**src/rtl/ahb_apb_bridge.sv**
```systemverilog
// AHB-to-APB bridge: one APB SETUP/ACCESS transaction per selected AHB
// transfer, HREADY held low until it completes, PREADY timeout guard.
module ahb_apb_bridge #(
    parameter int          ADDR_WIDTH = 32,
    parameter logic [31:0] BASE_ADDR  = 32'h4000_D000,
    parameter int          NUM_APB    = 4,
    parameter int          TIMEOUT    = 255
) (
    input  logic                    HCLK,
    input  logic                    HRESETn,
    input  logic                    HSEL,
    input  logic [ADDR_WIDTH-1:0]   HADDR,
    input  logic                    HWRITE,
    input  logic [3:0]              HBE,
    input  logic [31:0]             HWDATA,
    output logic [31:0]             HRDATA,
    output logic                    HREADY,
    output logic [NUM_APB-1:0]      PSEL,
    output logic                    PENABLE,
    output logic                    PWRITE,
    output logic [11:0]             PADDR,
    output logic [31:0]             PWDATA,
    output logic [3:0]              PSTRB,
    input  logic [NUM_APB*32-1:0]   PRDATA,
    input  logic [NUM_APB-1:0]      PREADY,
    input  logic [NUM_APB-1:0]      PSLVERR,
    output logic                    bus_err
);

    localparam int SW = (NUM_APB > 1) ? $clog2(NUM_APB) : 1;
    localparam int CW = (TIMEOUT > 1) ? $clog2(TIMEOUT + 1) : 1;
    // Value of the counter during the last ACCESS cycle allowed before abort
    localparam logic [CW-1:0]         CNT_LAST = CW'(TIMEOUT - 1);
    localparam logic [ADDR_WIDTH-1:0] BASE     = ADDR_WIDTH'(BASE_ADDR);

    typedef enum logic [1:0] {S_IDLE, S_SETUP, S_ACCESS, S_DONE} state_t;

    state_t                     state, state_n;
    logic [SW-1:0]              slot;
    logic [CW-1:0]              cnt;

    // Slot decode: unsigned offset from the base, 4 KiB per slot. An address
    // below the base wraps to a huge offset but is rejected explicitly too.
    logic [ADDR_WIDTH-1:0]      offs, slot_full;
    logic                       hit;
    logic [SW-1:0]              slot_n;

    assign offs      = HADDR - BASE;
    assign slot_full = offs >> 12;
    assign hit       = (HADDR >= BASE) && (slot_full < ADDR_WIDTH'(NUM_APB));
    assign slot_n    = slot_full[SW-1:0];

    // Per-slot view of the APB return signals, muxed by the latched slot
    logic [NUM_APB-1:0][31:0]   prdata_a;
    logic [31:0]                prdata_sel;
    logic                       pready_sel, pslverr_sel;

    assign prdata_a    = PRDATA;
    assign prdata_sel  = prdata_a[slot];
    assign pready_sel  = PREADY[slot];
    assign pslverr_sel = PSLVERR[slot];

    logic apb_act;
    assign apb_act = (state == S_SETUP) || (state == S_ACCESS);

    // One-hot slot select, live only during SETUP and ACCESS
    for (genvar i = 0; i < NUM_APB; i++) begin : g_psel
        assign PSEL[i] = apb_act && (slot == SW'(i));
    end

    assign PENABLE = (state == S_ACCESS);
    assign HREADY  = (state == S_IDLE) || (state == S_DONE);

    // State register
    always_ff @(posedge HCLK or negedge HRESETn) begin
        if (!HRESETn) state <= S_IDLE;
        else          state <= state_n;
    end

    // Next-state: new work is accepted only from IDLE
    always_comb begin
        state_n = state;
        case (state)
            S_IDLE:   if (HSEL) state_n = hit ? S_SETUP : S_DONE;
            S_SETUP:  state_n = S_ACCESS;
            S_ACCESS: if (pready_sel || (cnt == CNT_LAST)) state_n = S_DONE;
            S_DONE:   state_n = S_IDLE;
            default:  state_n = S_IDLE;
        endcase
    end

    // Request capture, ACCESS counter, response capture and the error pulse
    always_ff @(posedge HCLK or negedge HRESETn) begin
        if (!HRESETn) begin
            slot    <= '0;
            cnt     <= '0;
            PADDR   <= '0;
            PWRITE  <= 1'b0;
            PWDATA  <= '0;
            PSTRB   <= '0;
            HRDATA  <= '0;
            bus_err <= 1'b0;
        end else begin
            bus_err <= 1'b0;
            case (state)
                S_IDLE: if (HSEL) begin
                    slot   <= slot_n;
                    PADDR  <= {HADDR[11:2], 2'b00};
                    PWRITE <= HWRITE;
                    PWDATA <= HWDATA;
                    PSTRB  <= HWRITE ? HBE : 4'b0000;
                    cnt    <= '0;
                    if (!hit) begin
                        HRDATA  <= '0;
                        bus_err <= 1'b1;
                    end
                end
                S_ACCESS: begin
                    cnt <= cnt + CW'(1);
                    if (pready_sel) begin
                        HRDATA  <= PWRITE ? 32'h0 : prdata_sel;
                        bus_err <= pslverr_sel;
                    end else if (cnt == CNT_LAST) begin
                        HRDATA  <= '0;
                        bus_err <= 1'b1;
                    end
                end
                default: ;
            endcase
        end
    end

endmodule

```
**config.mk**
```make
export PLATFORM = sky130hd
export DESIGN_NAME = ahb_apb_bridge
export DESIGN_NICKNAME = d
export VERILOG_FILES = /design/src/rtl/ahb_apb_bridge.sv
export SDC_FILE = /design/constraint.sdc
export NUM_CORES = 1
export LEC_CHECK = 0
export CAP_MARGIN = 30
export CORE_MARGIN = 2
export CORE_UTILIZATION = 43
export DETAILED_ROUTE_END_ITERATION = 8
export PLACE_DENSITY = 0.93
export SLEW_MARGIN = 10
export SYNTH_ARGS = -nofsm -noshare
export SYNTH_HDL_FRONTEND = slang
export SYNTH_SLANG_ARGS = --single-unit
```
**constraint.sdc**
```tcl
create_clock -name HCLK -period 7.1 [get_ports HCLK]
set_clock_uncertainty 0.15 [all_clocks]
set_input_delay 1.065 -clock HCLK [delete_from_list [all_inputs] [get_ports HCLK]]
set_output_delay 1.065 -clock HCLK [all_outputs]
set_load 0.01 [all_outputs]
```
==> results of run 1 <==
[synthesized netlist by cell type (all sizes together), types with 2 or more instances]
master / number
nor2: 10
o21ai: 16
or4: 2
ha: 6
nor2b: 5
nand2: 56
a22o: 32
or3: 3
a311o: 31
a31oi: 33
a211oi: 4
inv: 12
nor4: 5
clkbuf: 24
buf: 21
nand3: 4
a21o: 2
a21oi: 7
dfrtp: 92
nand4: 5
nor3b: 3
mux2i: 2
and3: 4
mux4: 34
mux2: 43
o31ai: 2
o21a: 3
[critical path, cell delays in order]
cell and delay [ns]:
clkdlybuf4s50_1 0.42, or4_1 0.58, nor4_2 0.20, a311oi_2 0.16, o32ai_4 0.76, and4b_1 0.87, buf_8 0.25, a311o_1 0.20
[area by class of cell]
| class | count | area, um^2 |
|---|---|---|
| sequential | 92 | 2300 |
| clock inverter | 3 | 22.5 |
| multi-input combinational | 334 | 3030 |
| inverter | 12 | 45.0 |
| timing repair buffer | 304 | 3060 |
| fill | 887 | 3690 |
| clock buffer | 12 | 256 |
| tap | 172 | 215 |
[path summary, 6_finish.rpt]
kind,to,cells past startpoint,start,slack (ns)
setup reg to reg,HRDATA[2],6,slot[1],4.08
min in group asynchronous,PWDATA[27],1,HRESETn,0.58
setup / recovery,HRDATA[27],8,HADDR[2],2.70
hold / removal,state[0],1,state[0],0.34
max in group asynchronous,slot[0],2,HRESETn,5.11
hold reg to reg,state[0],1,state[0],0.34
[sequential cells by signal, indices dropped and copies added, names as in the netlist]
signal and flops:
slot 2, state 2, PWDATA 32, cnt 8, PADDR 10, PSTRB 4, bus_err 1, HRDATA 32
PWRITE 1
[kinds of logic after synthesis]
kind of cell,after synthesis,share of synthesized area
buffers and inverters,57,0.0471
adders and majority gates,6,0.0135
AOI/OAI and AO/OA,139,0.199
xor gates and xnor gates,2,0.00314
other,1,0.000673
and+or+nand+nor,106,0.0952
DFF,92,0.413
muxes,79,0.228
[metal layers]
layer  track usage  part of all wire  routed length [um]
met5             0                 0                   0
met4         0.111             0.033                 663
met3        0.0746             0.096                1940
met2         0.514              0.52               10500
met1         0.316              0.35                7040
[power by group through the flow]
stage | clock network [W] | logic (W) | registers, W
after floorplan | 0 | 0.000783 | 0.000915
after global placement | 0 | 0.00147 | 0.000876
after detailed placement | 0 | 0.00155 | 0.000898
after CTS | 0.000466 | 0.00156 | 0.000892
after global routing | 0.000487 | 0.00165 | 0.000916
final | 0.000460 | 0.00156 | 0.000894
[per-stage QoR]
step	setup WS, ns	hold slack [ns]
floorplan	3.96	0.310
global placement	1.95	0.317
detailed placement	2.46	0.327
CTS	2.79	0.342
global route	2.55	0.371
finish	2.70	0.342
==> metrics.txt, run 1 <==
Yosys top cell by area=dfrtp_1; Crit Path Max Fanout=18; # hold bufs at CTS=0; Synth area leaders=dfrtp_1, mux4_2, mux2_2; final setup violation count=0; Combinational Power Share=0.536; Mapped Area=0.00557 mm^2; top cell type's share of synthesized area=0.413; fin crit period=4.40 ns; status=complete, no violations; period utilization=0.620; Detailed Route Iter0 Violations=~660; placed cells=between 900 and 1000; final instance area=0.00893 mm^2; Die H=118 um; Rel. slew slack=0.358; post-CTS setup buffers=0; Hold Crit Class=register to register; vias in the first global route=5905; drt drc=0; CTS tree=done; critical path startpoint category=input pin; fin nets=967; CP required=7.22 ns; worst skew pair latency=0.34 ns; drt pass-1 iters=8; post-DP HPWL=15.1 mm; Final Hold Fails=0; total power draw=0.00292 W; Area Growth Syn to Fin=60.3%; endpoint class of the critical path=register; Cell Area, Placed=0.00865 mm^2; Synth Instances=482; async set-reset flop share out of synthesis=1.00; YS warnings=0; Worst-path clk slew=0.06 ns; initial core utilization=0.442; Worst EP arrival=4.53 ns; Max VDD drop=around 0.23 mV; GPL Wtd Cong=0.887; # Max-Cap Violations=0; CTS Root Cell=clkbuf_16; vias post-DR=between 5000 and 6000; core footprint=0.0126 mm^2; total detailed-routing wirelength=20.2 mm; Final Max Tran Viols=0; Flop pwr share=0.307; clock buffer depth=2; Avg Cell Area, Syn=11.6 um^2; Synth cell types=56; # clock sinks=92; share of layout cells above drive strength 1=0.155; pin count of the biggest net entering global routing=between 60 and 70; clock network power share=0.158; final cell count without fillers=929; EDFF count, synth=0; Static Leakage=around 3.5 nW; Highest Clock Rate=0.227 GHz; DIE AREA=0.0139 mm^2; setup TNS=0 ns; post_cts resized=0; commonest non-fill, non-tap cells in the layout=clkdlybuf4s50_1, dfrtp_1, nand2_1, mux2_2, mux4_2; RSZ-0062 raised after global routing=no; DR WL/cell=21.7 um; cell area power density=326 mW/mm^2; global route overflow=0; Final ANT Viol Nets=0; gr usage total=0.283; antenna cells=0; first-pass GRT wire length=31.2 mm; Placement Rows=41; Switching Fraction=0.359; sequential share of the synthesized area=0.413; Crit Path Class=input pin to register; post-detailed-route via-to-cell ratio=6.05; most common cell after layout, fill and taps aside=clkdlybuf4s50_1; internal cell power=0.00187 W; H-tree level count=3; predominant post-synthesis flop cell=dfrtp_1; Sw Pwr=0.00105 W; measured slew at the worst slew-check pin=0.964 ns; initial antenna violation count=0; total CTS buffers=9; Layout Utilization=0.708; I/O pin cnt=296; Die W=around 120 um; input/output buffers=293; post-synthesis register bit count=92
Power figures use the tool's default switching activity.
==> inputs of run 2 (changes only) <==
--- a/config.mk
+++ b/config.mk
@@ -7,9 +7,9 @@
 export LEC_CHECK = 0
 export CAP_MARGIN = 30
 export CORE_MARGIN = 2
-export CORE_UTILIZATION = 43
+export CORE_UTILIZATION = 36
 export DETAILED_ROUTE_END_ITERATION = 8
-export PLACE_DENSITY = 0.93
+export PLACE_DENSITY = 0.84
 export SLEW_MARGIN = 10
 export SYNTH_ARGS = -nofsm -noshare
 export SYNTH_HDL_FRONTEND = slang
==> constraint.sdc (replaced) <==
create_clock -name HCLK -period 3.85 [get_ports HCLK]
set_clock_uncertainty 0.15 [all_clocks]
set_input_delay 0.5775 -clock HCLK [delete_from_list [all_inputs] [get_ports HCLK]]
set_output_delay 0.5775 -clock HCLK [all_outputs]
set_load 0.01 [all_outputs]
==> metrics.txt, run 2 (synthesis gave the netlist of run 1 again) <==
H-tree level count=3 (unchanged); core footprint=0.0151 mm^2 (was 0.0126 mm^2); GPL Wtd Cong=0.756 (was 0.887); # fillers=1242 (was 887); Highest Clock Rate=0.322 GHz; CTS Root Cell=clkbuf_16 (unchanged); CP required=3.93 ns (was 7.22 ns); vias post-DR=5260 (was 5618); Die W=128 um (was 118 um); Rel. slew slack=0.522 (was 0.358); post_cts resized=0 (unchanged); Hold Crit Class=register to register (unchanged); fin nets=971 (was 967); # clock sinks=92 (unchanged); global route overflow=0 (unchanged); Placement Rows=45 (was 41); setup TNS=0 ns (unchanged); clock buffer depth=2 (unchanged); status=complete, no violations (unchanged); vias in the first global route=5481 (was 5905); most common cell after layout, fill and taps aside=clkdlybuf4s50_1 (unchanged); period utilization=0.806; Final ANT Viol Nets=0 (unchanged); Crit Path Class=input pin to register (unchanged); RSZ-0062 raised after global routing=no (unchanged); Worst-path clk slew=0.07 ns (was 0.06 ns); Final Hold Fails=0 (unchanged); commonest non-fill, non-tap cells in the layout=clkdlybuf4s50_1, dfrtp_1, nand2_1, mux2_2, mux4_2 (unchanged); WHS=0.348 ns (was 0.342 ns); input/output buffers=293 (unchanged); Detailed Route Iter0 Violations=237 (was 658); DIE AREA=0.0165 mm^2 (was 0.0139 mm^2); # Max-Cap Violations=0 (unchanged); gr usage total=0.225 (was 0.283); drt pass-1 iters=4 (was 8); Die H=128 um (was 118 um); Final Max Tran Viols=0 (unchanged); Register Area=0.00230 mm^2 (unchanged); cell area power density=589 mW/mm^2 (was 326 mW/mm^2); initial core utilization=0.368 (was 0.442); total CTS buffers=9 (unchanged); Static Leakage=3.53 nW (was 3.51 nW); measured slew at the worst slew-check pin=0.717 ns (was 0.964 ns); endpoint class of the critical path=register (unchanged); Max VDD drop=0.481 mV (was 0.226 mV); Worst EP arrival=3.18 ns (was 4.53 ns); pin count of the biggest net entering global routing=76 (was 62); footprint of the multi-input gates=0.00303 mm^2 (unchanged); DR WL/cell=19.6 um (was 21.7 um); total detailed-routing wirelength=18.6 mm (was 20.2 mm); post-DP HPWL=13.5 mm (was 15.1 mm); I/O pin cnt=296 (unchanged); worst skew pair latency=0.35 ns (was 0.34 ns); initial antenna violation count=0 (unchanged); fin crit period=3.10 ns; Area Growth Syn to Fin=61.1% (was 60.3%); Crit Path Max Fanout=33 (was 18); CTS tree=done (unchanged); share of layout cells above drive strength 1=0.160 (was 0.155); antenna cells=0 (unchanged); post-detailed-route via-to-cell ratio=5.54 (was 6.05); critical path startpoint category=input pin (unchanged); first-pass GRT wire length=28.9 mm (was 31.2 mm); biggest regs=HRDATA (32), PWDATA (32), PADDR (10) (unchanged); drt drc=0 (unchanged); final setup violation count=0 (unchanged)
-- run 2: power by group --
part	switching, W	internal, W
clock network	0.000412	0.000449
registers	0.000255	0.00133
logic	0.00123	0.00162
total	0.00189	0.00340
-- run 2: per-stage QoR --
step,utilization,setup WS (ns),cell area [um^2],std cells,power [W]
floorplan,-,1.20,5580,483,0.00313
global placement,0.572,0.446,8660,932,0.00440
detailed placement,0.572,0.342,8660,932,0.00446
CTS,0.590,0.720,8940,948,0.00535
global route,0.593,0.616,8980,950,0.00563
finish,0.593,0.748,8980,950,0.00529
-- run 2: layer usage --
layer	track usage	vias up	wire, um
li1	-	2447	-
met1	0.261	2559	7090
met2	0.405	233	9650
met3	0.0665	21	1610
met4	0.0627	0	259
met5	0	-	0
-- run 2: critical path: stages --
cell and delay, ns:
clkdlybuf4s50_1 0.42, or4_1 0.58, nor4_2 0.23, a311oi_2 0.17, o32ai_4 0.30, buf_4 0.39
a31oi_1 0.16, a311o_1 0.34
-- run 2: timing repair --
item                      4_1_cts  5_1_grt
hold buffers                    0        1
buffers inserted                0        0
hold endpoints to repair        0       12
-- run 2: area by class of cell --
type	instances	area share
Timing Repair Buffer	308	0.343
Multi-Input combinational cell	334	0.338
Sequential cell	92	0.257
Tap cell	188	0.0262
Clock buffer	9	0.0251
Clock inverter	7	0.00655
Inverter	12	0.00502
-- run 2: path summary, 6_finish.rpt --
path                       startpoint         end  slack (ns)  cells after the start
min in group asynchronous     HRESETn    PADDR[5]        0.47                      2
setup reg to reg              slot[1]  HRDATA[29]        1.20                      7
hold / removal               PSTRB[2]    PSTRB[2]        0.35                      2
setup / recovery             HADDR[2]  HRDATA[13]        0.75                      8
hold reg to reg              PSTRB[2]    PSTRB[2]        0.35                      2
max in group asynchronous     HRESETn  HRDATA[12]        2.20                      4
